[src/rtl/fifo_sync_if.sv]
// fifo_sync_if: producer/consumer handshake bundle for fifo_sync
// Carries almost_full/almost_empty only when FIFO_ALMOST_FLAGS_EN is defined
interface fifo_sync_if #(
    parameter int PTR_WIDTH = 8,
    parameter int DATA_WIDTH = 1
);
    logic                  wr_en;
    logic [DATA_WIDTH-1:0] data_wr;
    logic                  rd_en;
    logic [DATA_WIDTH-1:0] data_rd;
    logic                  full;
    logic                  empty;
    logic [PTR_WIDTH:0]    count;
    logic                  oflow;
    logic                  uflow;
`ifdef FIFO_ALMOST_FLAGS_EN
    logic                  almost_full;
    logic                  almost_empty;
`endif

    modport master (
        output wr_en, data_wr, rd_en,
        input  data_rd, full, empty, count, oflow, uflow
`ifdef FIFO_ALMOST_FLAGS_EN
        , input almost_full, almost_empty
`endif
    );

    modport slave (
        input  wr_en, data_wr, rd_en,
        output data_rd, full, empty, count, oflow, uflow
`ifdef FIFO_ALMOST_FLAGS_EN
        , output almost_full, almost_empty
`endif
    );
endinterface

[src/rtl/fifo_sync.sv]
// fifo_sync: single-clock FIFO with registered status, occupancy and overflow/underflow pulses
// Define FIFO_ALMOST_FLAGS_EN to add almost_full/almost_empty (thresholds AF_LEVEL/AE_LEVEL)
module fifo_sync #(
    parameter int PTR_WIDTH = 8,
    parameter int DATA_WIDTH = 1
`ifdef FIFO_ALMOST_FLAGS_EN
    , parameter int AF_LEVEL = 2**PTR_WIDTH-4,
    parameter int AE_LEVEL = 4
`endif
) (
    input  logic       aclk,
    input  logic       areset,
    fifo_sync_if.slave bus
);
    localparam int DEPTH = 2**PTR_WIDTH;
    localparam int CW = PTR_WIDTH+1;

    logic [DATA_WIDTH-1:0] mem [DEPTH];
    logic [PTR_WIDTH:0]    wr_ptr, rd_ptr, wr_nxt, rd_nxt, count_nxt;
    logic                  wr_ok, rd_ok;

    // A full FIFO still takes a write when a read frees a slot on the same edge
    always_comb begin
        rd_ok = bus.rd_en && !bus.empty;
        wr_ok = bus.wr_en && (!bus.full || rd_ok);
        wr_nxt = wr_ptr + CW'(wr_ok);
        rd_nxt = rd_ptr + CW'(rd_ok);
        count_nxt = bus.count + CW'(wr_ok) - CW'(rd_ok);
    end

    // Storage is never cleared; only accepted writes land in it
    always_ff @(posedge aclk)
        if (!areset && wr_ok) mem[wr_ptr[PTR_WIDTH-1:0]] <= bus.data_wr;

    // Pointers, status flags, read data and error pulses
    always_ff @(posedge aclk) begin
        if (areset) begin
            wr_ptr    <= '0;
            rd_ptr    <= '0;
            bus.count <= '0;
            bus.empty <= 1'b1;
            bus.full  <= 1'b0;
            bus.data_rd <= '0;
            bus.oflow <= 1'b0;
            bus.uflow <= 1'b0;
        end else begin
            wr_ptr    <= wr_nxt;
            rd_ptr    <= rd_nxt;
            bus.count <= count_nxt;
            bus.empty <= wr_nxt == rd_nxt;
            bus.full  <= (wr_nxt[PTR_WIDTH] != rd_nxt[PTR_WIDTH]) &&
                         (wr_nxt[PTR_WIDTH-1:0] == rd_nxt[PTR_WIDTH-1:0]);
            bus.data_rd <= rd_ok ? mem[rd_ptr[PTR_WIDTH-1:0]] : bus.data_rd;
            bus.oflow <= bus.wr_en && !wr_ok;
            bus.uflow <= bus.rd_en && bus.empty;
        end
    end

`ifdef FIFO_ALMOST_FLAGS_EN
    // Threshold flags track the post-edge occupancy, same timing as count
    always_ff @(posedge aclk) begin
        if (areset) begin
            bus.almost_full  <= 1'b0;
            bus.almost_empty <= 1'b1;
        end else begin
            bus.almost_full  <= count_nxt >= CW'(AF_LEVEL);
            bus.almost_empty <= count_nxt <= CW'(AE_LEVEL);
        end
    end
`endif
endmodule

[src/flat_wrapper.sv]
// flat-port wrapper written by rule: the top's interface ports become plain ports
module fifo_sync_flat 
#(
    parameter int PTR_WIDTH = 8,
    parameter int DATA_WIDTH = 1

)
  (aclk, areset, bus_wr_en, bus_data_wr, bus_rd_en, bus_data_rd, bus_full, bus_empty, bus_count, bus_oflow, bus_uflow);
  fifo_sync_if #(.PTR_WIDTH(PTR_WIDTH), .DATA_WIDTH(DATA_WIDTH)) bus_i ();
  input  logic aclk;
  input  logic areset;
  input wire logic [$bits(bus_i.wr_en)-1:0] bus_wr_en;
  input wire logic [$bits(bus_i.data_wr)-1:0] bus_data_wr;
  input wire logic [$bits(bus_i.rd_en)-1:0] bus_rd_en;
  output wire logic [$bits(bus_i.data_rd)-1:0] bus_data_rd;
  output wire logic [$bits(bus_i.full)-1:0] bus_full;
  output wire logic [$bits(bus_i.empty)-1:0] bus_empty;
  output wire logic [$bits(bus_i.count)-1:0] bus_count;
  output wire logic [$bits(bus_i.oflow)-1:0] bus_oflow;
  output wire logic [$bits(bus_i.uflow)-1:0] bus_uflow;
  assign bus_i.wr_en = bus_wr_en;
  assign bus_i.data_wr = bus_data_wr;
  assign bus_i.rd_en = bus_rd_en;
  assign bus_data_rd = bus_i.data_rd;
  assign bus_full = bus_i.full;
  assign bus_empty = bus_i.empty;
  assign bus_count = bus_i.count;
  assign bus_oflow = bus_i.oflow;
  assign bus_uflow = bus_i.uflow;
  fifo_sync #(.PTR_WIDTH(PTR_WIDTH), .DATA_WIDTH(DATA_WIDTH)) u_core (.aclk(aclk), .areset(areset), .bus(bus_i));
endmodule
[config.mk]
export PLATFORM = sky130hd
export DESIGN_NAME = fifo_sync_flat
export DESIGN_NICKNAME = d
export VERILOG_FILES = /design/src/rtl/fifo_sync_if.sv /design/src/rtl/fifo_sync.sv /design/src/flat_wrapper.sv
export SDC_FILE = /design/constraint.sdc
export NUM_CORES = 1
export LEC_CHECK = 0
export ABC_CLOCK_PERIOD_IN_PS = 7150
export BUFFER_PORTS_ARGS = -buffer_cell sky130_fd_sc_hd__buf_2
export CORE_AREA = 2 2 157 159
export DETAILED_ROUTE_END_ITERATION = 8
export DIE_AREA = 0 0 159 161
export PLACE_DENSITY = 0.7
export SETUP_SLACK_MARGIN = 0.2
export SLEW_MARGIN = 40
export SYNTH_ARGS = -nofsm -noshare
export SYNTH_HDL_FRONTEND = slang
export SYNTH_SLANG_ARGS = --single-unit
export TNS_END_PERCENT = 10
[constraint.sdc]
create_clock -name aclk -period 7.15 [get_ports aclk]
set_input_delay 1.43 -clock aclk [delete_from_list [all_inputs] [get_ports aclk]]
set_output_delay 1.43 -clock aclk [all_outputs]
set_load 0.005 [all_outputs]
=== Word-level counts from Yosys, hierarchy flattened ===
Memory sizes are Yosys's and may differ from the RTL's. A register that Yosys moved wholly into a read port is not among the register bits.
Cells that the tools add are included.

* Register bits: 31
* Bits in latches: 0
* RAM bits: 256
* Bits in read-only memories: 0
* Input port bits: 5
* Output and inout port bits: 14
* Word-level logic and storage cells: 28
* Memories: 1

{| class="wikitable"
|+ Memory list
! memory !! words !! bits a word !! read ports !! clocked after memory_dff !! write ports !! line !! source
|-
| u_core.mem || 256 || 1 || 1 || 1 || 1 || fifo_sync.sv:18 || <nowiki>logic [DATA_WIDTH-1:0] mem [DEPTH];</nowiki>
|}

* $add $sub $neg: 4
* $mul: 0
* Divide/modulo/power cells: 0
* Magnitude comparators: 0
* Equality and inequality tests: 3
* Shift-type cells: 0
* Multiplexer cells: 2
* Bitwise gates (word level): 0
* Reduce and logical (&&, ||, !) cells: 11

{| class="wikitable"
|+ Operators with widths
! operator !! count
|-
| 9-bit by 1-bit adder with 9-bit output || 3
|-
| 9-bit == test || 1
|-
| 9-bit by 1-bit subtractor with 9-bit output || 1
|-
| 8-bit == test || 1
|-
| 1-bit logical AND || 6
|-
| 1-bit logical NOT || 4
|-
| 1-bit 2-to-1 mux || 2
|-
| 1-bit logical OR || 1
|-
| 1-bit != test || 1
|}

=== Depth between registers and ports, before layout ===
Gate-level depths: netlist (run 1).

* Depth after elaboration: 7
* Gate-level depth with buffers: 14
* Depth with buffers taken out: 14

=== Worst setup path after synthesis (run 1) ===
OpenSTA, ideal clock, no wires.

* Path kind: in2reg
* Start: input bus_rd_en
* End: register u_core.bus.count[8]
* Setup time: 0.131 ns
* Arrival time: 3.440 ns
* Required time: 7.019 ns
* Path slack: 3.579 ns
* Stages: 14
* Buffers on the path: 0
* Cell sequence: nand2b_1 -> inv_1 -> ha_1 -> inv_1 -> ha_1 -> inv_1 -> fa_1 -> nor2b_1 -> o21ai_0 -> a21boi_0 -> o21ai_0 -> a21o_1 -> a21oi_1 -> nor3b_1

* Longest elaborated chain between the ends: 5

{| class="wikitable"
|+ Ends and longest elaborated chain
! what !! line !! source
|-
| start: declaration || flat_wrapper.sv:14 || <nowiki>input wire logic [$bits(bus_i.rd_en)-1:0] bus_rd_en;</nowiki>
|-
| 1-bit logical AND * || fifo_sync.sv:24 || <nowiki>rd_ok = bus.rd_en && !bus.empty;</nowiki>
|-
| named net u_core.rd_ok || fifo_sync.sv:20 || <nowiki>logic wr_ok, rd_ok;</nowiki>
|-
| 1-bit logical OR || fifo_sync.sv:25 || <nowiki>wr_ok = bus.wr_en && (!bus.full || rd_ok);</nowiki>
|-
| 1-bit logical AND || fifo_sync.sv:25 ||
|-
| 9-bit by 1-bit adder with 9-bit output || fifo_sync.sv:28 || <nowiki>count_nxt = bus.count + CW'(wr_ok) - CW'(rd_ok);</nowiki>
|-
| 9-bit by 1-bit subtractor with 9-bit output * || fifo_sync.sv:28 ||
|-
| end signal: assignment || fifo_sync.sv:49 || <nowiki>bus.count <= count_nxt;</nowiki>
|-
| end: declaration || fifo_sync_if.sv:31 || <nowiki>output data_rd, full, empty, count, oflow, uflow</nowiki>
|}

The timed path passes the listed nets; every way through them passes the cells marked *.
A chain may end at the register's enable or synchronous reset.

=== Worst setup path in the final report (run 1) ===
* Start: input areset
* End: memory u_core.mem[176] (enable)

* Longest elaborated chain between the ends: 4

{| class="wikitable"
|+ Ends and longest elaborated chain
! what !! line !! source
|-
| start: declaration || flat_wrapper.sv:11 || <nowiki>input logic areset;</nowiki>
|-
| 1-bit logical NOT || fifo_sync.sv:33 || <nowiki>if (!areset && wr_ok) mem[wr_ptr[PTR_WIDTH-1:0]] <= bus.data_wr;</nowiki>
|-
| 1-bit logical AND || fifo_sync.sv:33 ||
|-
| 1-bit 2-to-1 mux || fifo_sync.sv:33 ||
|-
| 1-bit 2-to-1 mux (not written as such) || fifo_sync.sv:33 ||
|-
| end: declaration || fifo_sync.sv:18 ||
|}

Every way passes these cells.

==> impl_metrics.csv, run 1 <==
group,metric,value,unit
final_layout,fin_nets,1002,
grt,grt_pass1_vias,7648,
cts,cts.sinks,288,
cts,clockBufferDepth,3,
pwr,leakagePower,4.29,nW
floorplan,die_x,159,µm
worst_setup_path,crit_path_start_kind,"input pin",
cts,root_buffer,"clkbuf_16",
sta,hold_viol,0,
grt,antenna_found_initial,0,
cts,clk_transition_reported_paths,0.06,ns
pwr,ir_worst_vdd,0.000153,V
synthesis,async_flop_share,0,%
synthesis,synth_top_flop_cell,"edfxtp_1",
synthesis,ys_seq_area_share,64.7,%
grt,grt_pass1_wl,44.1,mm
sta,skew,0.00847,ns
floorplan,die_height,161,µm
floorplan,ioPinCount,19,
sta,relSlewSlack,43.5,%
cts,cts_tree,"yes",
floorplan,coreArea,24000,µm²
final_layout,fillers,1946,
grt,grt-ovfl-total,0,
pwr,p_clk_share,38.8,%
sta,max_freq,274,MHz
detailed_routing,wl_per_cell,21.7,µm
worst_setup_path,path_class,"in -> reg",
pwr,internal_power,2.92,mW
synthesis,ys_types,55,
placement,gp_congestion,0.795,
cts,post_cts_resized,0,
run,drv_cap,0,
synthesis,synth_nets,1013,
detailed_routing,drt-total-wl,28.8,mm
final_layout,final_common_cell,"nor2_1",
worst_hold_path,hold_path.class,"reg -> reg",
sta,post-route-min-period,3.65,ns
synthesis,syn_avg_cell_area,13.0,µm²
synthesis,synthCells,994,
cts,clock_latency,0.56,ns
final_layout,syn2layout_area_growth,9.45,%
detailed_routing,viasPerCell,5.95,
sta,fin_tns_setup,0,ns
detailed_routing,drt_iter0_drc,1039,
pwr,power,3.80,mW
pwr,swShare,23.2,%
pwr,pwr-share-seq,50.1,%
sta,timing.final.crit_share,51.0,%
placement,hpwl,16.2,mm
synthesis,netlist_top_cells_area,"edfxtp_1 (60%), nor2_1 (8.7%), mux4_2 (7.9%)",
cts,holdBufCountCts,0,
status,outcome,"complete, no violations",
worst_setup_path,cp.arrival,3.89,ns
worst_setup_path,cp-end-kind,"flop",
synthesis,synth_seq_cells,288,
floorplan,rows,57,
floorplan,start_util,53.7,%
detailed_routing,post-route-drc-count,0,
synthesis,ys_warn_count,0,
grt,use_met2,36.0,%
cts,post-cts-setup-buffer-count,0,
synthesis,synth-edff-count,256,
final_layout,layout_common_cells,"nor2_1 (297), edfxtp_1 (256), mux4_2 (45)",
grt,use_met3,3.24,%
worst_setup_path,cp.required,7.39,ns
cts,cts_buffers,30,
floorplan,die_area,25600,µm²
placement,portBuffers,18,
sta,worst_pin_slew,0.848,ns
pwr,switchingPower,0.880,mW
sta,rsz0062_at_grt,"false",
final_layout,diodes,0,
synthesis,synth_top_cell_area_share,59.7,%
detailed_routing,dr.pass1.iters,5,
sta,slew_violations,0,
grt,grt_use_met1,32.4,%
grt,grt_max_degree,158,
detailed_routing,vias,7911,
sta,finalSetupViolCount,0,
pwr,combinationalPowerShare,11.1,%
detailed_routing,antenna_left,0,
worst_setup_path,cp_max_fo,34,
grt,grt.busiest_layer,"met2",
synthesis,yosysTopAreaCell,"edfxtp_1",
synthesis,syn_area,12900,µm²
grt,grt_usage,22.6,%
final_layout,drive_gt1_share,13.2,%
cts,cts-htree-levels,1,
pwr,pwr_density_cell,270,nW/µm²
[power by group through the flow]
stage	combinational [mW]	clock (mW)	sequential, mW
after floorplan	0.345	0	1.91
after global placement	0.415	0	1.94
after detailed placement	0.423	0	1.94
after CTS	0.425	1.50	1.90
after global routing	0.476	1.57	1.91
final	0.422	1.48	1.90
[path summary, 6_finish.rpt]
path / cells past startpoint / slack [ns] / startpoint / end
min reg2reg: 2 / 0.45 / u_core.bus.empty / u_core.bus.uflow
max reg2reg: 7 / 3.50 / u_core.rd_ptr[0] / u_core.bus.data_rd
max: 6 / 3.50 / areset / u_core.mem[176]
min: 2 / 0.45 / u_core.bus.empty / u_core.bus.uflow
[per-stage QoR]
| stage | cells | worst slack (ns) | hold WS [ns] | util, % | instance area, µm² |
|---|---|---|---|---|---|
| finish | 1329 | 3.50 | 0.446 | 58.8 | 14100 |
| global route | 1329 | 3.29 | 0.477 | 58.8 | 14100 |
| CTS | 1329 | 3.47 | 0.448 | 58.8 | 14100 |
| detailed placement | 1275 | 3.07 | 0.436 | 54.9 | 13200 |
| global placement | 1275 | 3.16 | 0.433 | 54.8 | 13100 |
| floorplan | 994 | 3.58 | 0.441 | - | 12900 |
[critical path, stage by stage]
cell and delay, ns:
buf_2 0.29, nand2b_1 0.25, a21oi_1 0.32, nor3b_1 0.58, nand2_1 0.68, nor2_1 0.32
[logic make-up after synthesis]
logic type                 synth area share (%)
AOI/OAI and AO/OA                          3.83
adders and majority gates                  1.42
and+or+nand+nor                            13.7
DFF                                        64.7
xor gates and xnor gates                   2.01
buffers and inverters                      2.96
muxes                                      11.4
[sequential cells by signal, indices dropped and copies added (netlist names), 9 cells and up]
name,cells
u_core.mem,256
u_core.rd_ptr,9
u_core.wr_ptr,9
u_core.bus.count,9
[synthesized netlist by cell type (all sizes together) (4+ instances only)]
| cell type | instances |
|---|---|
| nor3 | 5 |
| a211oi | 4 |
| mux2 | 5 |
| o21ai | 15 |
| o22ai | 6 |
| dfxtp | 32 |
| xor2 | 15 |
| mux4 | 47 |
| nor2b | 19 |
| mux2i | 35 |
| inv | 15 |
| a21oi | 14 |
| xnor2 | 12 |
| nand2 | 48 |
| and2 | 6 |
| nor3b | 4 |
| nor2 | 297 |
| nand2b | 7 |
| o211ai | 4 |
| buf | 19 |
| o221ai | 4 |
| clkbuf | 50 |
| nand3 | 16 |
| edfxtp | 256 |
| ha | 13 |
[layer usage]
metal / share of wire, % / wire [µm]
met1: 43 / 12200
met2: 47 / 13500
met5: 0 / 0
met3: 7.6 / 2200
met4: 2.9 / 846
[layout make-up]
cell class	count	area, µm²	area share, %
tap	324	405	2.88
sequential	288	8340	59.1
multi-input combinational	621	4210	29.9
inverter	16	60.1	0.426
clock buffer	38	802	5.69
timing repair buffer	26	164	1.16
clock inverter	16	120	0.852
Power figures use the tool's default switching activity.
==> inputs of run 2 (changes only) <==
--- a/config.mk
+++ b/config.mk
@@ -5,7 +5,7 @@
 export SDC_FILE = /design/constraint.sdc
 export NUM_CORES = 1
 export LEC_CHECK = 0
-export ABC_CLOCK_PERIOD_IN_PS = 7150
+export ABC_CLOCK_PERIOD_IN_PS = 3800
 export BUFFER_PORTS_ARGS = -buffer_cell sky130_fd_sc_hd__buf_2
 export CORE_AREA = 2 2 157 159
 export DETAILED_ROUTE_END_ITERATION = 8
==> constraint.sdc (replaced) <==
create_clock -name aclk -period 3.8 [get_ports aclk]
set_input_delay 0.76 -clock aclk [delete_from_list [all_inputs] [get_ports aclk]]
set_output_delay 0.76 -clock aclk [all_outputs]
set_load 0.005 [all_outputs]
==> impl_metrics.csv, run 2 (same netlist as run 1, synthesis figures left out) <==
group,metric,value,unit
cts,cts_buffers,29,
pwr,combinationalPowerShare,11.4,%
cts,post_cts_resized,0,
sta,max_freq,333,MHz
sta,slew_violations,0,
pwr,pwr_density_cell,493,nW/µm²
pwr,pwr-share-seq,51.2,%
worst_setup_path,cp_max_fo,36,
run,drv_cap,0,
sta,skew,0.0191,ns
worst_setup_path,cp-end-kind,"flop",
pwr,swShare,23.5,%
final_layout,drive_gt1_share,14.4,%
detailed_routing,dr.pass1.iters,5,
final_layout,layout_common_cells,"nor2_1 (297), edfxtp_1 (256), nand2_1 (45), mux4_2 (45), mux2i_1 (35)",
detailed_routing,vias,7830,
grt,grt-ovfl-total,0,
worst_hold_path,min_from,"bus_rd_en",
floorplan,coreArea,24000,µm²
grt,grt_usage,22.7,%
cts,cts.sinks,288,
worst_setup_path,r2r-start,"u_core.rd_ptr[0]",
floorplan,die_x,159,µm
cts,cts-htree-levels,1,
sta,relSlewSlack,43.7,%
status,outcome,"complete, no violations",
pwr,ir_worst_vdd,0.000350,V
worst_setup_path,timing.rr.end,"u_core.bus.data_rd",
sta,rsz0062_at_grt,"false",
cts,clockBufferDepth,3,
worst_setup_path,cp.required,4.23,ns
sta,fin_tns_setup,0,ns
floorplan,ioPinCount,19,
worst_setup_path,path_class,"reg -> reg",
pwr,internal_power,5.36,mW
final_layout,fin_nets,1025,
detailed_routing,drt-total-wl,29.1,mm
floorplan,rows,57,
sta,hold_viol,0,
pwr,switchingPower,1.64,mW
final_layout,fillers,1903,
detailed_routing,viasPerCell,5.80,
final_layout,largest_reg_flops,256,
final_layout,design_area,14200,µm²
sta,timing.final.crit_share,78.9,%
detailed_routing,drt_iter0_drc,870,
grt,grt_pass1_wl,44.4,mm
final_layout,diodes,0,
worst_hold_path,hold_depth,3,
cts,cts_tree,"yes",
placement,portBuffers,18,
placement,hpwl,17.4,mm
floorplan,die_area,25600,µm²
worst_setup_path,crit_path_start_kind,"flop",
detailed_routing,wl_per_cell,21.6,µm
cts,clock_latency,0.55,ns
grt,grt_pass1_vias,7756,
cts,holdBufCountCts,0,
worst_setup_path,cp.arrival,3.43,ns
cts,root_buffer,"clkbuf_16",
floorplan,start_util,53.7,%
grt,antenna_found_initial,0,
sta,worst_pin_slew,0.844,ns
pwr,p_clk_share,37.4,%
placement,gp_congestion,0.873,
worst_hold_path,min_to,"u_core.bus.uflow",
floorplan,die_height,161,µm
final_layout,final_common_cell,"nor2_1",
worst_setup_path,reg2regPathDepth,7,
sta,finalSetupViolCount,0,
cts,clk_transition_reported_paths,0.06,ns
detailed_routing,antenna_left,0,
cts,post-cts-setup-buffer-count,0,
sta,post-route-min-period,3.00,ns
detailed_routing,post-route-drc-count,0,
worst_setup_path,rrSetupSlack,0.80,ns
worst_hold_path,hold_path.class,"in -> reg",
placement,placed_area,13300,µm²
pwr,leakagePower,4.36,nW
grt,grt_max_degree,117,
final_layout,syn2layout_area_growth,10.2,%
## run 2: changes by cell type in the layout (fill, tap and decap cells not counted), moves of 3 or more
cell,before,now
buf_4,7,30
nand2_2,10,3
nand2_1,38,45
nand3_1,13,16
nand3_2,3,0
## run 2: metrics by stage
step | setup slack (ns) | util [%] | hold WS (ns) | instances | total power [mW]
6_report | 0.801 | 59.2 | 0.453 | 1351 | 7.00
5_1_grt | 0.629 | 59.2 | 0.459 | 1351 | 7.25
4_1_cts | 0.775 | 59.2 | 0.449 | 1351 | 7.04
3_5_place_dp | 0.548 | 55.7 | 0.458 | 1299 | 4.46
3_3_place_gp | 0.594 | 55.6 | 0.447 | 1299 | 4.44
2_1_floorplan | 0.899 | - | 0.441 | 994 | 4.25
## run 2: final cells by class
cell class / instances / area [µm²] / area share [%]
Inverter: 16 / 60.1 / 0.423
Tap cell: 324 / 405 / 2.86
Timing Repair Buffer: 50 / 362 / 2.55
Sequential cell: 288 / 8330 / 58.7
Clock inverter: 17 / 108 / 0.758
Multi-Input combinational cell: 621 / 4180 / 29.4
Clock buffer: 35 / 748 / 5.27
## run 2: worst max path at each step
stage | slack (ns) | startpoint | end | cells after the start
finish | 0.80 | u_core.rd_ptr[0] | u_core.bus.data_rd | 7
global route | 0.63 | u_core.rd_ptr[0] | u_core.bus.data_rd | 8
CTS | 0.78 | u_core.rd_ptr[0] | u_core.bus.data_rd | 8
detailed placement | 0.55 | bus_rd_en | u_core.bus.count[8] | 15
global placement | 0.59 | bus_rd_en | u_core.bus.count[8] | 15
floorplan | 0.90 | bus_rd_en | u_core.bus.count[8] | 14
## run 2: critical path: stages, from the launching register on
cell and delay [ns]:
dfxtp_4 0.83, mux4_2 0.59, a22o_1 0.26, a221oi_2 0.17, o22ai_1 0.13, or4_1 0.47, a41oi_1 0.31, o41ai_1 0.12
## run 2: power by group through the flow
stage	Sequential (mW)	Combinational, mW	Clock [mW]
final	3.58	0.801	2.62
after global routing	3.59	0.884	2.77
after CTS	3.58	0.809	2.65
after detailed placement	3.65	0.805	0
after global placement	3.65	0.790	0
after floorplan	3.60	0.649	0
## run 2: per-layer routing
layer	vias up	GRT usage [%]	routed length, µm	share of wire, %
met2	256	37.8	14200	49
met4	0	7.23	744	2.6
met3	61	2.98	1850	6.3
li1	3607	-	-	-
met5	-	0	0	0
met1	3906	31.7	12300	42
